**src/rtl/divider_top_if.sv**
```systemverilog
// divider_top_if: operand/result bundle for the sequential divider.
//   ST     : start request (master -> divider)
//   Y1, Y2 : dividend and divisor, W bits (master -> divider)
//   STATE  : current divider FSM state (divider -> master)
//   Q, R   : quotient and remainder, W bits (divider -> master)
//   Done   : one-cycle pulse when Q/R are updated (divider -> master)
//   DZ     : divide-by-zero flag, present only when DIV_ZERO_FLAG_EN is defined
// The master modport is the requester side; the slave modport is the divider.
interface divider_top_if #(
    parameter int W = 5
);
    logic         ST;
    logic [W-1:0] Y1;
    logic [W-1:0] Y2;
    logic [1:0]   STATE;
    logic [W-1:0] Q;
    logic [W-1:0] R;
    logic         Done;
`ifdef DIV_ZERO_FLAG_EN
    logic         DZ;

    modport master (output ST, Y1, Y2, input STATE, Q, R, Done, DZ);
    modport slave  (input ST, Y1, Y2, output STATE, Q, R, Done, DZ);
`else
    modport master (output ST, Y1, Y2, input STATE, Q, R, Done);
    modport slave  (input ST, Y1, Y2, output STATE, Q, R, Done);
`endif
endinterface

```
**src/rtl/divider_top.sv**
```systemverilog
// divider_top: sequential restoring (shift-subtract) unsigned divider.
//   CLK : clock, all state changes on the rising edge
//   RST : synchronous active-high reset, overrides any operation in flight
//   bus : divider_top_if.slave
//         ST starts a division when the FSM is IDLE; Y1/Y2 are captured in LOAD;
//         Q/R/Done are registered and update together one cycle after the FSM
//         reaches DONE, giving a start-to-Done latency of W+2 cycles.
// Optional build macro DIV_ZERO_FLAG_EN: adds bus.DZ and forces Q=R=0 for a
// zero divisor. Without it a zero divisor yields Q=all ones, R=dividend.
module divider_top #(
    parameter int W = 5
) (
    input  logic        CLK,
    input  logic        RST,
    divider_top_if.slave bus
);

    typedef enum logic [1:0] {
        IDLE  = 2'd0,
        LOAD  = 2'd1,
        SHIFT = 2'd2,
        DONE  = 2'd3
    } state_t;

    localparam int            CW       = $clog2(W + 1);
    localparam logic [CW-1:0] CNT_INIT = CW'(W);
    localparam logic [CW-1:0] CNT_ONE  = CW'(1);
    localparam logic [CW-1:0] CNT_ZERO = CW'(0);

    state_t        state_r;
    state_t        state_next_s;
    logic [CW-1:0] cnt_r;
    logic [W-1:0]  a_r;      // partial remainder
    logic [W-1:0]  d_r;      // dividend being shifted out / quotient shifted in
    logic [W-1:0]  b_r;      // latched divisor
    logic [W-1:0]  q_r;
    logic [W-1:0]  r_r;
    logic          done_r;
`ifdef DIV_ZERO_FLAG_EN
    logic          dz_r;
`endif

    logic [W:0]    shifted_s;  // {A,D} shifted left, upper W+1 bits
    logic [W-1:0]  diff_s;
    logic          ge_s;

    // Trial subtraction for one restoring step. The compare is W+1 bits wide so
    // the bit shifted out of A is not lost; when it succeeds the difference is
    // below 2^W (or equals the shifted value for a zero divisor), so W bits hold it.
    always_comb begin
        shifted_s = {a_r, d_r[W-1]};
        ge_s      = (shifted_s >= {1'b0, b_r});
        diff_s    = shifted_s[W-1:0] - b_r;
    end

    // FSM state register.
    always_ff @(posedge CLK) begin
        if (RST) begin
            state_r <= IDLE;
        end else begin
            state_r <= state_next_s;
        end
    end

    // FSM next-state logic; SHIFT exits on the step that sees the counter at one.
    always_comb begin
        state_next_s = state_r;
        case (state_r)
            IDLE: begin
                if (bus.ST) begin
                    state_next_s = LOAD;
                end else begin
                    state_next_s = IDLE;
                end
            end
            LOAD: begin
                state_next_s = SHIFT;
            end
            SHIFT: begin
                if (cnt_r == CNT_ONE) begin
                    state_next_s = DONE;
                end else begin
                    state_next_s = SHIFT;
                end
            end
            DONE: begin
                state_next_s = IDLE;
            end
            default: begin
                state_next_s = IDLE;
            end
        endcase
    end

    // Datapath: operand capture in LOAD, one restoring step per SHIFT cycle.
    always_ff @(posedge CLK) begin
        if (RST) begin
            a_r   <= '0;
            d_r   <= '0;
            b_r   <= '0;
            cnt_r <= CNT_ZERO;
        end else begin
            case (state_r)
                LOAD: begin
                    a_r   <= '0;
                    d_r   <= bus.Y1;
                    b_r   <= bus.Y2;
                    cnt_r <= CNT_INIT;
                end
                SHIFT: begin
                    if (ge_s) begin
                        a_r <= diff_s;
                        d_r <= {d_r[W-2:0], 1'b1};
                    end else begin
                        a_r <= shifted_s[W-1:0];
                        d_r <= {d_r[W-2:0], 1'b0};
                    end
                    cnt_r <= cnt_r - CNT_ONE;
                end
                default: begin
                    a_r   <= a_r;
                    d_r   <= d_r;
                    b_r   <= b_r;
                    cnt_r <= cnt_r;
                end
            endcase
        end
    end

    // Result registers: Q/R/Done update together from DONE and hold otherwise.
    always_ff @(posedge CLK) begin
        if (RST) begin
            q_r    <= '0;
            r_r    <= '0;
            done_r <= 1'b0;
`ifdef DIV_ZERO_FLAG_EN
            dz_r   <= 1'b0;
`endif
        end else begin
            done_r <= (state_r == DONE);
            if (state_r == DONE) begin
`ifdef DIV_ZERO_FLAG_EN
                if (b_r == '0) begin
                    q_r  <= '0;
                    r_r  <= '0;
                    dz_r <= 1'b1;
                end else begin
                    q_r  <= d_r;
                    r_r  <= a_r;
                    dz_r <= 1'b0;
                end
`else
                q_r <= d_r;
                r_r <= a_r;
`endif
            end else begin
                q_r <= q_r;
                r_r <= r_r;
            end
        end
    end

    assign bus.STATE = state_r;
    assign bus.Q     = q_r;
    assign bus.R     = r_r;
    assign bus.Done  = done_r;
`ifdef DIV_ZERO_FLAG_EN
    assign bus.DZ    = dz_r;
`endif

endmodule

```
**src/flat_wrapper.sv**
```systemverilog
// flat-port wrapper written by rule: the top's interface ports become plain ports
module divider_top_flat 
#(
    parameter int W = 5
)
  (CLK, RST, bus_ST, bus_Y1, bus_Y2, bus_STATE, bus_Q, bus_R, bus_Done);
  divider_top_if #(.W(W)) bus_i ();
  input  logic CLK;
  input  logic RST;
  input wire logic [$bits(bus_i.ST)-1:0] bus_ST;
  input wire logic [$bits(bus_i.Y1)-1:0] bus_Y1;
  input wire logic [$bits(bus_i.Y2)-1:0] bus_Y2;
  output wire logic [$bits(bus_i.STATE)-1:0] bus_STATE;
  output wire logic [$bits(bus_i.Q)-1:0] bus_Q;
  output wire logic [$bits(bus_i.R)-1:0] bus_R;
  output wire logic [$bits(bus_i.Done)-1:0] bus_Done;
  assign bus_i.ST = bus_ST;
  assign bus_i.Y1 = bus_Y1;
  assign bus_i.Y2 = bus_Y2;
  assign bus_STATE = bus_i.STATE;
  assign bus_Q = bus_i.Q;
  assign bus_R = bus_i.R;
  assign bus_Done = bus_i.Done;
  divider_top #(.W(W)) u_core (.CLK(CLK), .RST(RST), .bus(bus_i));
endmodule
```
**config.mk**
```make
export PLATFORM = sky130hd
export DESIGN_NAME = divider_top_flat
export DESIGN_NICKNAME = d
export VERILOG_FILES = /design/src/rtl/divider_top_if.sv /design/src/rtl/divider_top.sv /design/src/flat_wrapper.sv
export SDC_FILE = /design/constraint.sdc
export NUM_CORES = 1
export LEC_CHECK = 0
export ABC_CLOCK_PERIOD_IN_PS = 2000
export CAP_MARGIN = 0
export CORE_MARGIN = 3
export CORE_UTILIZATION = 30
export DETAILED_ROUTE_END_ITERATION = 6
export PLACE_DENSITY = 0.61
export SLEW_MARGIN = 20
export SYNTH_ARGS = -nofsm -noshare
export SYNTH_HDL_FRONTEND = slang
export SYNTH_SLANG_ARGS = --single-unit
```
**constraint.sdc**
```tcl
create_clock -name CLK -period 2 [get_ports CLK]
set_input_delay 0.4 -clock CLK [delete_from_list [all_inputs] [get_ports CLK]]
set_output_delay 0.4 -clock CLK [all_outputs]
set_load 0.02 [all_outputs]
```
## After elaboration in Yosys (flattened, before gate mapping)

Index checks and enable logic that the tools add are counted.

- Add/subtract/negate cells: 2
- $lt $le $gt $ge: 1
- Equality and inequality tests: 4
- Mux-type cells: 8
- Reduce and logical (&&, ||, !) cells: 2

Operators by type and width:

| operator | number |
|---|---|
| $pmux W5 S2 | 2 |
| $pmux W2 S4 | 1 |
| $ge A6 B5 Y1 | 1 |
| $pmux W3 S2 | 1 |
| $mux W5 | 1 |
| $sub A5 B5 Y5 | 1 |
| $eq A2 B2 Y1 const B | 2 |
| $eq A3 B1 Y1 const B | 1 |
| $mux W1 | 3 |
| $sub A3 B1 Y3 const B | 1 |
| $eq A2 B1 Y1 const B | 1 |
| $logic_not A2 Y1 | 1 |
| $reduce_bool A2 Y1 | 1 |

- Flip-flop bits (word level): 31
- Input port bits: 13
- Output and inout port bits: 13
- Logic and storage cells: 25

## Depth between registers and ports, before layout

Gate-level depths: netlist (run 1).

- Depth in word-level cells: 3
- Depth in mapped cells: 7
- Mapped depth without buffers: 7

## Worst setup path before layout (run 1)

No wires, ideal clock.

- Path kind: register to register
- Start point: reg u_core.state_r[0], in the netlist u_core.bus.STATE[0]
- End point: reg u_core.a_r[0]
- Arrival: 1548 ps
- Path slack: 334 ps
- Cell stages (with the launch flop): 7
- Path buffers: 1
- Clock period less this slack: 1666 ps
- Cells stage by stage: dfxtp_1 inv_1 ha_1 nor2b_4 and2_1 buf_4 a32o_1

- Longest elaborated chain between the ends: 2
- Elaborated cells on any way between the ends: 4
- Classes of those cells: eq/ne (2); mux (1); reduce/logical (1)

Ends and longest elaborated chain:

| element | line | RTL |
|---|---|---|
| start, declared | divider_top.sv:30 | `state_t state_r;` |
| start signal, assigned | divider_top.sv:61 | `state_r <= state_next_s;` |
| $eq A2 B2 Y1 or $eq A2 B1 Y1 (tied branches) | divider_top.sv:103 | `case (state_r)` |
| $pmux W5 S2 or $reduce_bool A2 Y1 (tied branches) | n/a |  |
| end signal, assigned | divider_top.sv:112 | `a_r <= diff_s;` |
| end signal, assigned | divider_top.sv:115 | `a_r <= shifted_s[W-1:0];` |
| end signal, assigned | divider_top.sv:121 | `a_r <= a_r;` |
| end, declared | divider_top.sv:33 | `logic [W-1:0] a_r;` |

Several ways; a longest one is shown, not always the timed one.
A chain may end at the register's enable or synchronous reset.

## Final worst setup path (run 1)

- Start point: reg u_core.d_r[4]
- End point: reg u_core.a_r[0]

- Longest elaborated chain between the ends: 3
- Elaborated cells on any way between the ends: 4
- Classes of those cells: add/sub (1); order compare (1); mux (2)

Ends and longest elaborated chain:

| element | line | RTL |
|---|---|---|
| start, declared | divider_top.sv:34 | `logic [W-1:0] d_r;` |
| start signal, assigned | divider_top.sv:106 | `d_r <= bus.Y1;` |
| start signal, assigned | divider_top.sv:113 | `d_r <= {d_r[W-2:0], 1'b1};` |
| start signal, assigned | divider_top.sv:116 | `d_r <= {d_r[W-2:0], 1'b0};` |
| $sub A5 B5 Y5 or $ge A6 B5 Y1 (tied branches) | divider_top.sv:53, divider_top.sv:52 |  |
| $mux W5 * | divider_top.sv:111 | `if (ge_s) begin` |
| $pmux W5 S2 * | divider_top.sv:103 |  |

Mark *: on every way between the ends. The rest lies on a longest branch, timed or not.

==> impl_metrics.ini, run 1 <==
[outcome]
outcome = complete, no violations

[clock_network]
max-clock-path-buffers = 2
hold_buffers = 0
tritoncts = built
post-cts-setup-buffers = 0
insertion_delay_ns = 0.28
clkSinkCount = 31
cts_made_buffers = 5
clock_tree.htree_level_count = 2
cts_root_buffer = clkbuf_8
cts_resized = 0
path_clk_slew_ns = 0.06

[synth]
yosysWarnings = 0
ys_ff_latch = 31
yosysTopAreaCellShare_pct = 41.03
synth_area_leaders = dfxtp_1 41%, mux2i_1 13%, ha_1 9.1%
syn_nets = 185
ys_seq_area_share_pct = 41.03
synth_edf_count = 0
synthFlopType = dfxtp_1
syn_inst = 160
yosys.area.top_type = dfxtp_1
syn_area_um2 = 1513
syn_area_per_cell_um2 = 9.454
async_reset_ff_share_pct = 0
synth_cell_type_count = 33

[sta]
setup_violations = 0
rsz0062_at_grt = false
timing.final.crit_share_pct = 88.96
fin_tns_setup_ns = 0
fin_crit_ns = 1.779
worst_clock_skew_ns = 0.003280
relSlewSlack_pct = 72.56
timing.fmax_mhz = 562.1
slew_violations = 0
worst_slew_pin_slew_ns = 0.4100
final_hold_viol_count = 0

[run]
cap_violations = 0

[setup_path]
crit_fanout = 4
arrival_ns = 1.95
crit_type = reg2reg
required_ns = 2.17
worstSetupStartpointType = flip-flop
end_kind = flip-flop

[power]
ir_drop_uv = 450.0
power.leakage_nw = 0.7318
cellPowerDensity_nw_per_um2 = 771.3

[routing]
wirelength_um = 2997
drc_errors = 0
vias_per_cell = 4.508
drt_iter0_drc = 46
drt_first_pass_iters = 4
ant_nets = 0
num_vias = 1154
wl_per_cell_um = 11.71

[global_route]
grt_max_degree = 20
overflow = 0
antenna_found_initial = 0
grt_pass1_wl_um = 5278
grt_use_total_pct = 11.03
grt_pass1_vias = 1144

[die]
core_area_um2 = 4786
chipWidth_um = 77.01
die_area_um2 = 5931
start_util_pct = 31.61
num_io_pins = 26
rows = 25
fp.dieH_um = 77.01

[layout]
nets = 213
syn_to_final_growth_pct = 27.46
final_common_cell = dfxtp_1
final_cell_mix = 31 x dfxtp_1, 25 x nor2_1, 25 x clkdlybuf4s50_1, 19 x mux2i_1, 11 x ha_1
stdcell_area_um2 = 1928
n_fill_cell = 478
final_util_pct = 40.29
insertedDiodeCount = 0
final_layout_size_suffix_gt1_share_pct = 10.05

[place]
io_buffers = 25
hpwl_um = 2279
gp_congestion = 0.7567
place_area_um2 = 1828

[worst_hold_path]
hp-class = reg2reg
## routing by layer
metal  vias to the layer above  share of wire [%]  track usage (%)
met5                         -                  0                0
met4                         0                1.3            4.270
met3                         4                5.0            3.873
met2                        24                 43            16.90
met1                       526                 50            14.18
li1                        600                  -                -
## flip-flops by register name, indices dropped and copies added, names as in the netlist
| register | cells |
|---|---|
| u_core.a_r | 5 |
| u_core.b_r | 5 |
| u_core.bus.Done | 1 |
| u_core.bus.Q | 5 |
| u_core.bus.R | 5 |
| u_core.bus.STATE | 2 |
| u_core.cnt_r | 3 |
| u_core.d_r | 5 |
## metrics by stage
| stage | hold slack, ns | instances | total power, W | worst slack, ns |
|---|---|---|---|---|
| floorplan | 0.4481 | 160 | 0.0008875 | 0.3344 |
| global placement | 0.4838 | 248 | 0.0009651 | 0.2647 |
| detailed placement | 0.4870 | 248 | 0.0009669 | 0.2261 |
| CTS | 0.5051 | 256 | 0.001511 | 0.2228 |
| global route | 0.5337 | 256 | 0.001574 | 0.08747 |
| finish | 0.4978 | 256 | 0.001487 | 0.2209 |
## report_power, final
| part | total [W] | internal [W] | leakage (nW) | switching, W |
|---|---|---|---|---|
| Clock | 0.000535 | 0.000314 | 0.0515 | 0.000221 |
| Combinational | 0.000271 | 0.000128 | 0.428 | 0.000143 |
| Sequential | 0.000681 | 0.000653 | 0.252 | 0.0000281 |
| Total | 0.00149 | 0.00109 | 0.732 | 0.000392 |
## kinds of logic (layout without fill, tap and decap cells)
group | count (synthesis) | count (layout) | share of synthesized area [%]
compound gates | 26 | 26 | 13.07
simple gates | 51 | 51 | 15.55
xor+xnor | 2 | 2 | 1.158
fa+ha+maj | 12 | 12 | 10.42
buf+inv | 19 | 48 | 6.203
flops | 31 | 31 | 41.03
mux | 19 | 19 | 12.57
## final cells by class
class | count | area (um^2) | share of cell area, %
multi-input combinational | 110 | 798.3 | 41.40
clock buffer | 8 | 100.1 | 5.191
tap | 67 | 83.83 | 4.348
timing repair buffer | 30 | 287.8 | 14.93
inverter | 10 | 37.54 | 1.947
sequential | 31 | 620.6 | 32.19
## worst max-delay path, stage by stage (launching register included)
cell,delay [ns]
dfxtp_1,0.35
inv_1,0.07
ha_1,0.20
fa_1,0.43
a21oi_2,0.23
o21ai_0,0.13
a32o_1,0.27
## synthesized netlist by cell type (all sizes together) (5+ instances only)
cell / count
inv: 10
ha: 11
nand3: 6
nand2: 8
mux2i: 19
a21oi: 5
o21ai: 6
a211oi: 5
nor2: 25
dfxtp: 31
buf: 6
## worst paths after layout
kind / startpoint / to / slack [ns] / cells past startpoint
min: u_core.bus.Q[2] / u_core.bus.Q[2] / 0.50 / 2
max: u_core.d_r[4] / u_core.a_r[0] / 0.22 / 6
min reg2reg: u_core.bus.Q[2] / u_core.bus.Q[2] / 0.50 / 2
max reg2reg: u_core.d_r[4] / u_core.a_r[0] / 0.22 / 6
No activity file was read; power rests on OpenSTA's default activity.
==> inputs of run 2 (changes only) <==
--- a/config.mk
+++ b/config.mk
@@ -7,7 +7,7 @@
 export LEC_CHECK = 0
 export ABC_CLOCK_PERIOD_IN_PS = 2000
 export CAP_MARGIN = 0
-export CORE_MARGIN = 3
+export CORE_MARGIN = 2
 export CORE_UTILIZATION = 30
 export DETAILED_ROUTE_END_ITERATION = 6
 export PLACE_DENSITY = 0.61
==> run 2 against run 1 <==
Compared with the run above:
- global-route usage rose by 1.1 points
- clock-buffer cell count fell by 2
- register-to-register slack got worse by 0.03 ns
- critical path type unchanged
==> impl_metrics.ini, run 2 (synthesized netlist as in run 1, its figures left out) <==
[outcome]
outcome = complete, no violations

[die]
die_area_um2 = 5627
core_area_um2 = 4786
chipWidth_um = 75.01
num_io_pins = 26
fp.dieH_um = 75.01
start_util_pct = 31.61
rows = 25

[routing]
wirelength_um = 3027
drt_iter0_drc = 80
drt_first_pass_iters = 5
ant_nets = 0
vias_per_cell = 4.467
num_vias = 1139
drc_errors = 0
wl_per_cell_um = 11.87

[run]
cap_violations = 0

[setup_path]
crit_fanout = 4
rrSetupSlack_ns = 0.19
end_kind = flip-flop
reg2reg_to = u_core.a_r[1]
r2r-start = u_core.d_r[4]
crit_type = reg2reg
required_ns = 2.17
worstSetupStartpointType = flip-flop
arrival_ns = 1.98
ff2ff_path_depth = 6

[place]
dp_cells = 248
place_area_um2 = 1828
io_buffers = 25
hpwl_um = 2261
gp_congestion = 0.7773

[sta]
worst_slew_pin_slew_ns = 0.4489
fin_tns_setup_ns = 0
relSlewSlack_pct = 69.96
rsz0062_at_grt = false
final_hold_viol_count = 0
timing.final.crit_share_pct = 90.62
slew_violations = 0
worst_clock_skew_ns = 0.01008
setup_violations = 0
fin_crit_ns = 1.812
timing.fmax_mhz = 551.8

[layout]
nets = 213
final_layout_size_suffix_gt1_share_pct = 10.11
n_fill_cell = 476
final_cell_mix = 31 x dfxtp_1, 25 x nor2_1, 25 x clkdlybuf4s50_1, 19 x mux2i_1, 11 x ha_1
insertedDiodeCount = 0
syn_to_final_growth_pct = 26.63
stdcell_area_um2 = 1916
final_common_cell = dfxtp_1
instances_no_fill = 255

[global_route]
overflow = 0
antenna_found_initial = 0
grt_max_degree = 20
grt_pass1_wl_um = 5071
grt_use_total_pct = 12.11
grt_pass1_vias = 1112

[clock_network]
hold_buffers = 0
max-clock-path-buffers = 2
cts_resized = 0
cts_root_buffer = clkbuf_8
cts_made_buffers = 5
post-cts-setup-buffers = 0
path_clk_slew_ns = 0.06
clock_tree.htree_level_count = 2
clkSinkCount = 31
insertion_delay_ns = 0.28
tritoncts = built

[worst_hold_path]
holdPathEnd = u_core.d_r[4]
hold_depth = 2
hp-class = reg2reg
min_from = u_core.d_r[4]

[power]
ir_drop_uv = 515.1
cellPowerDensity_nw_per_um2 = 751.6
power.leakage_nw = 0.7273
[run 2: changes by cell type in the layout (fill, tap and decap cells not counted), sizes merged]
| cell | change |
|---|---|
| clkbuf | -2 |
| clkinv | +1 |
[run 2: area by class of cell]
class	instances	area, um^2	share of cell area (%)
tap	67	83.83	4.376
multi-input combinational	110	798.3	41.67
clock buffer	6	82.58	4.311
sequential	31	620.6	32.40
clock inverter	1	5.005	0.2613
timing repair buffer	30	287.8	15.02
inverter	10	37.54	1.960
[run 2: power breakdown]
group | internal (W) | switching (W) | leakage, nW
logic | 0.000128 | 0.000146 | 0.428
registers | 0.000653 | 0.0000281 | 0.252
clock network | 0.000269 | 0.000215 | 0.0470
[run 2: metal layers]
metal | global-route usage [%] | vias up | share of wire [%]
met5 | 0 | - | 0
met4 | 4.762 | 0 | 1.8
met3 | 4.150 | 6 | 5.5
met2 | 18.32 | 30 | 43
met1 | 15.89 | 501 | 49
li1 | - | 602 | -
[run 2: per-stage QoR]
stage,hold WS (ns),util [%],worst slack [ns],power [W]
finish,0.4959,40.03,0.1877,0.001440
global route,0.5342,40.03,0.07696,0.001522
CTS,0.4970,40.03,0.1918,0.001462
detailed placement,0.4836,38.20,0.2026,0.0009687
global placement,0.4828,38.20,0.2625,0.0009650
floorplan,0.4481,-,0.3344,0.0008875
[run 2: worst max-delay path by stage]
stage | from | to | slack [ns]
after global routing | u_core.bus.STATE[1] | u_core.a_r[3] | 0.08
after global placement | u_core.d_r[4] | u_core.a_r[1] | 0.26
after detailed placement | u_core.d_r[4] | u_core.a_r[1] | 0.20
after floorplan | u_core.bus.STATE[0] | u_core.a_r[0] | 0.33
final | u_core.d_r[4] | u_core.a_r[1] | 0.19
after CTS | u_core.d_r[4] | u_core.a_r[1] | 0.19
[run 2: worst max-delay path, cell delays in order, from the launching register on]
cell	delay, ns
dfxtp_1	0.34
inv_1	0.07
ha_1	0.20
fa_1	0.43
a21oi_2	0.24
o21ai_0	0.15
a32o_1	0.28
==> inputs of run 3 (changes only) <==
--- a/config.mk
+++ b/config.mk
@@ -8,9 +8,9 @@
 export ABC_CLOCK_PERIOD_IN_PS = 2000
 export CAP_MARGIN = 0
 export CORE_MARGIN = 2
-export CORE_UTILIZATION = 30
+export CORE_UTILIZATION = 52
 export DETAILED_ROUTE_END_ITERATION = 6
-export PLACE_DENSITY = 0.61
+export PLACE_DENSITY = 0.86
 export SLEW_MARGIN = 20
 export SYNTH_ARGS = -nofsm -noshare
 export SYNTH_HDL_FRONTEND = slang
==> run 3 against run 2 <==
Compared with the run above:
- sequential cell count unchanged
- non-clock buffer count decreased by 2
- critical path type unchanged
- die area is 40% lower
- global-route usage increased by 8.4 points
- via count rose by 8.1%
- clock power down 13%
- utilization rose by 27 points
- clock skew decreased by 0.0063 ns
- clock-buffer cell count up 2
- worst setup slack worse by 0.017 ns
- design area fell by 4.1%
- wire length grew 3.8%
==> impl_metrics.ini, run 3 (synthesized netlist as in run 1, its figures left out) <==
[outcome]
outcome = complete, no violations

[clock_network]
cts_resized = 0
clock_tree.htree_level_count = 2
post-cts-setup-buffers = 0
max-clock-path-buffers = 2
cts_root_buffer = clkbuf_4
clkSinkCount = 31
tritoncts = built
cts_made_buffers = 5
path_clk_slew_ns = 0.09
insertion_delay_ns = 0.34
hold_buffers = 0

[layout]
final_util_pct = 66.61
final_layout_size_suffix_gt1_share_pct = 9.091
nets = 211
final_common_cell = dfxtp_1
n_fill_cell = 229
syn_to_final_growth_pct = 21.42
final_cell_mix = 31 x dfxtp_1, 25 x nor2_1, 25 x clkdlybuf4s50_1, 19 x mux2i_1, 11 x ha_1
stdcell_area_um2 = 1837
insertedDiodeCount = 0

[global_route]
overflow = 0
grt_pass1_wl_um = 5133
met3_usage_pct = 6.696
busiest_layer = met2
grt_util_met2_pct = 34.09
antenna_found_initial = 0
grt_pass1_vias = 1162
grt_use_total_pct = 20.51
grt.met1_usage_pct = 23.45
grt_max_degree = 20

[power]
p_clk_share_pct = 30.7
intPower_w = 0.0009856
ir_drop_uv = 651.2
seqPwrFrac_pct = 49.2
p_switching_w = 0.0003979
p_sw_share_pct = 28.76
power.leakage_nw = 0.7081
cellPowerDensity_nw_per_um2 = 753.2
p_comb_share_pct = 20.1

[sta]
slew_violations = 0
timing.final.crit_share_pct = 91.46
worst_slew_pin_slew_ns = 0.6573
worst_clock_skew_ns = 0.003775
setup_violations = 0
relSlewSlack_pct = 56.18
timing.fmax_mhz = 546.7
fin_tns_setup_ns = 0
final_hold_viol_count = 0
fin_crit_ns = 1.829
rsz0062_at_grt = false
whs_ns = 0.5094

[setup_path]
worstSetupStartpointType = flip-flop
cp.depth = 6
critPathBufInv = 1
required_ns = 2.24
path_delay_family = compound AO/OA/AOI/OAI gates
crit_slowest_cell = fa_1
crit_fanout = 4
ff2ff_path_depth = 6
cpPeakStageDelay_ns = 0.43
crit_type = reg2reg
crit_chain = inv_1 > ha_1 > fa_1 > a21oi_2 > o21ai_0 > a32o_1
end_kind = flip-flop
arrival_ns = 2.07

[routing]
drt_iter0_drc = 46
drc_errors = 0
wirelength_um = 3141
ant_nets = 0
vias_per_cell = 5.647
num_vias = 1231
drt_first_pass_iters = 4
wl_per_cell_um = 14.41

[worst_hold_path]
hp-class = reg2reg
hold_depth = 2

[die]
core_area_um2 = 2758
chipWidth_um = 57.94
start_util_pct = 54.85
fp.dieH_um = 57.94
die_area_um2 = 3356
rows = 19
num_io_pins = 26

[run]
cap_violations = 0

[place]
hpwl_um = 2385
place_area_um2 = 1768
gp_congestion = 0.9400
io_buffers = 25
run 3: cell types whose count changed in the layout (fill, tap and decap cells not counted), sizes merged:
| cell | change |
|---|---|
| buf | -2 |
| clkinv | -1 |
| clkbuf | +2 |
run 3: worst register-to-register path, stage by stage, from the launching register on:
cell and delay (ns):
dfxtp_1 0.36, inv_1 0.06, ha_1 0.20, fa_1 0.43, a21oi_2 0.27, o21ai_0 0.14, a32o_1 0.27
run 3: cell type report:
cell class | count | area, um^2 | area share [%]
multi-input combinational | 110 | 798.3 | 43.46
tap | 31 | 38.79 | 2.112
clock buffer | 8 | 68.82 | 3.747
inverter | 10 | 37.54 | 2.044
timing repair buffer | 28 | 272.8 | 14.85
sequential | 31 | 620.6 | 33.79
run 3: final timing paths:
| kind | end | start | slack [ns] |
|---|---|---|---|
| setup reg to reg | u_core.a_r[0] | u_core.d_r[4] | 0.17 |
| hold / removal | u_core.d_r[1] | u_core.d_r[1] | 0.51 |
| setup / recovery | u_core.a_r[0] | u_core.d_r[4] | 0.17 |
| hold reg to reg | u_core.d_r[1] | u_core.d_r[1] | 0.51 |
run 3: per-stage QoR:
stage / setup WS [ns] / instances / total power (W)
floorplan: 0.3344 / 160 / 0.0008875
global placement: 0.2892 / 210 / 0.0009536
detailed placement: 0.2116 / 210 / 0.0009708
CTS: 0.1941 / 218 / 0.001391
global route: 0.08797 / 218 / 0.001443
finish: 0.1709 / 218 / 0.001384
run 3: power by group through the flow:
stage | registers, W | clock network (W) | logic (W)
final | 0.000681 | 0.000424 | 0.000278
after global routing | 0.000685 | 0.000451 | 0.000307
after CTS | 0.000681 | 0.000432 | 0.000278
after detailed placement | 0.000695 | 0 | 0.000276
after global placement | 0.000693 | 0 | 0.000261
after floorplan | 0.000693 | 0 | 0.000194
run 3: per-layer routing:
layer	routed length [um]	share of wire (%)
met3	191	6.1
met1	1349	43
met4	56	1.8
met5	0	0
met2	1543	49
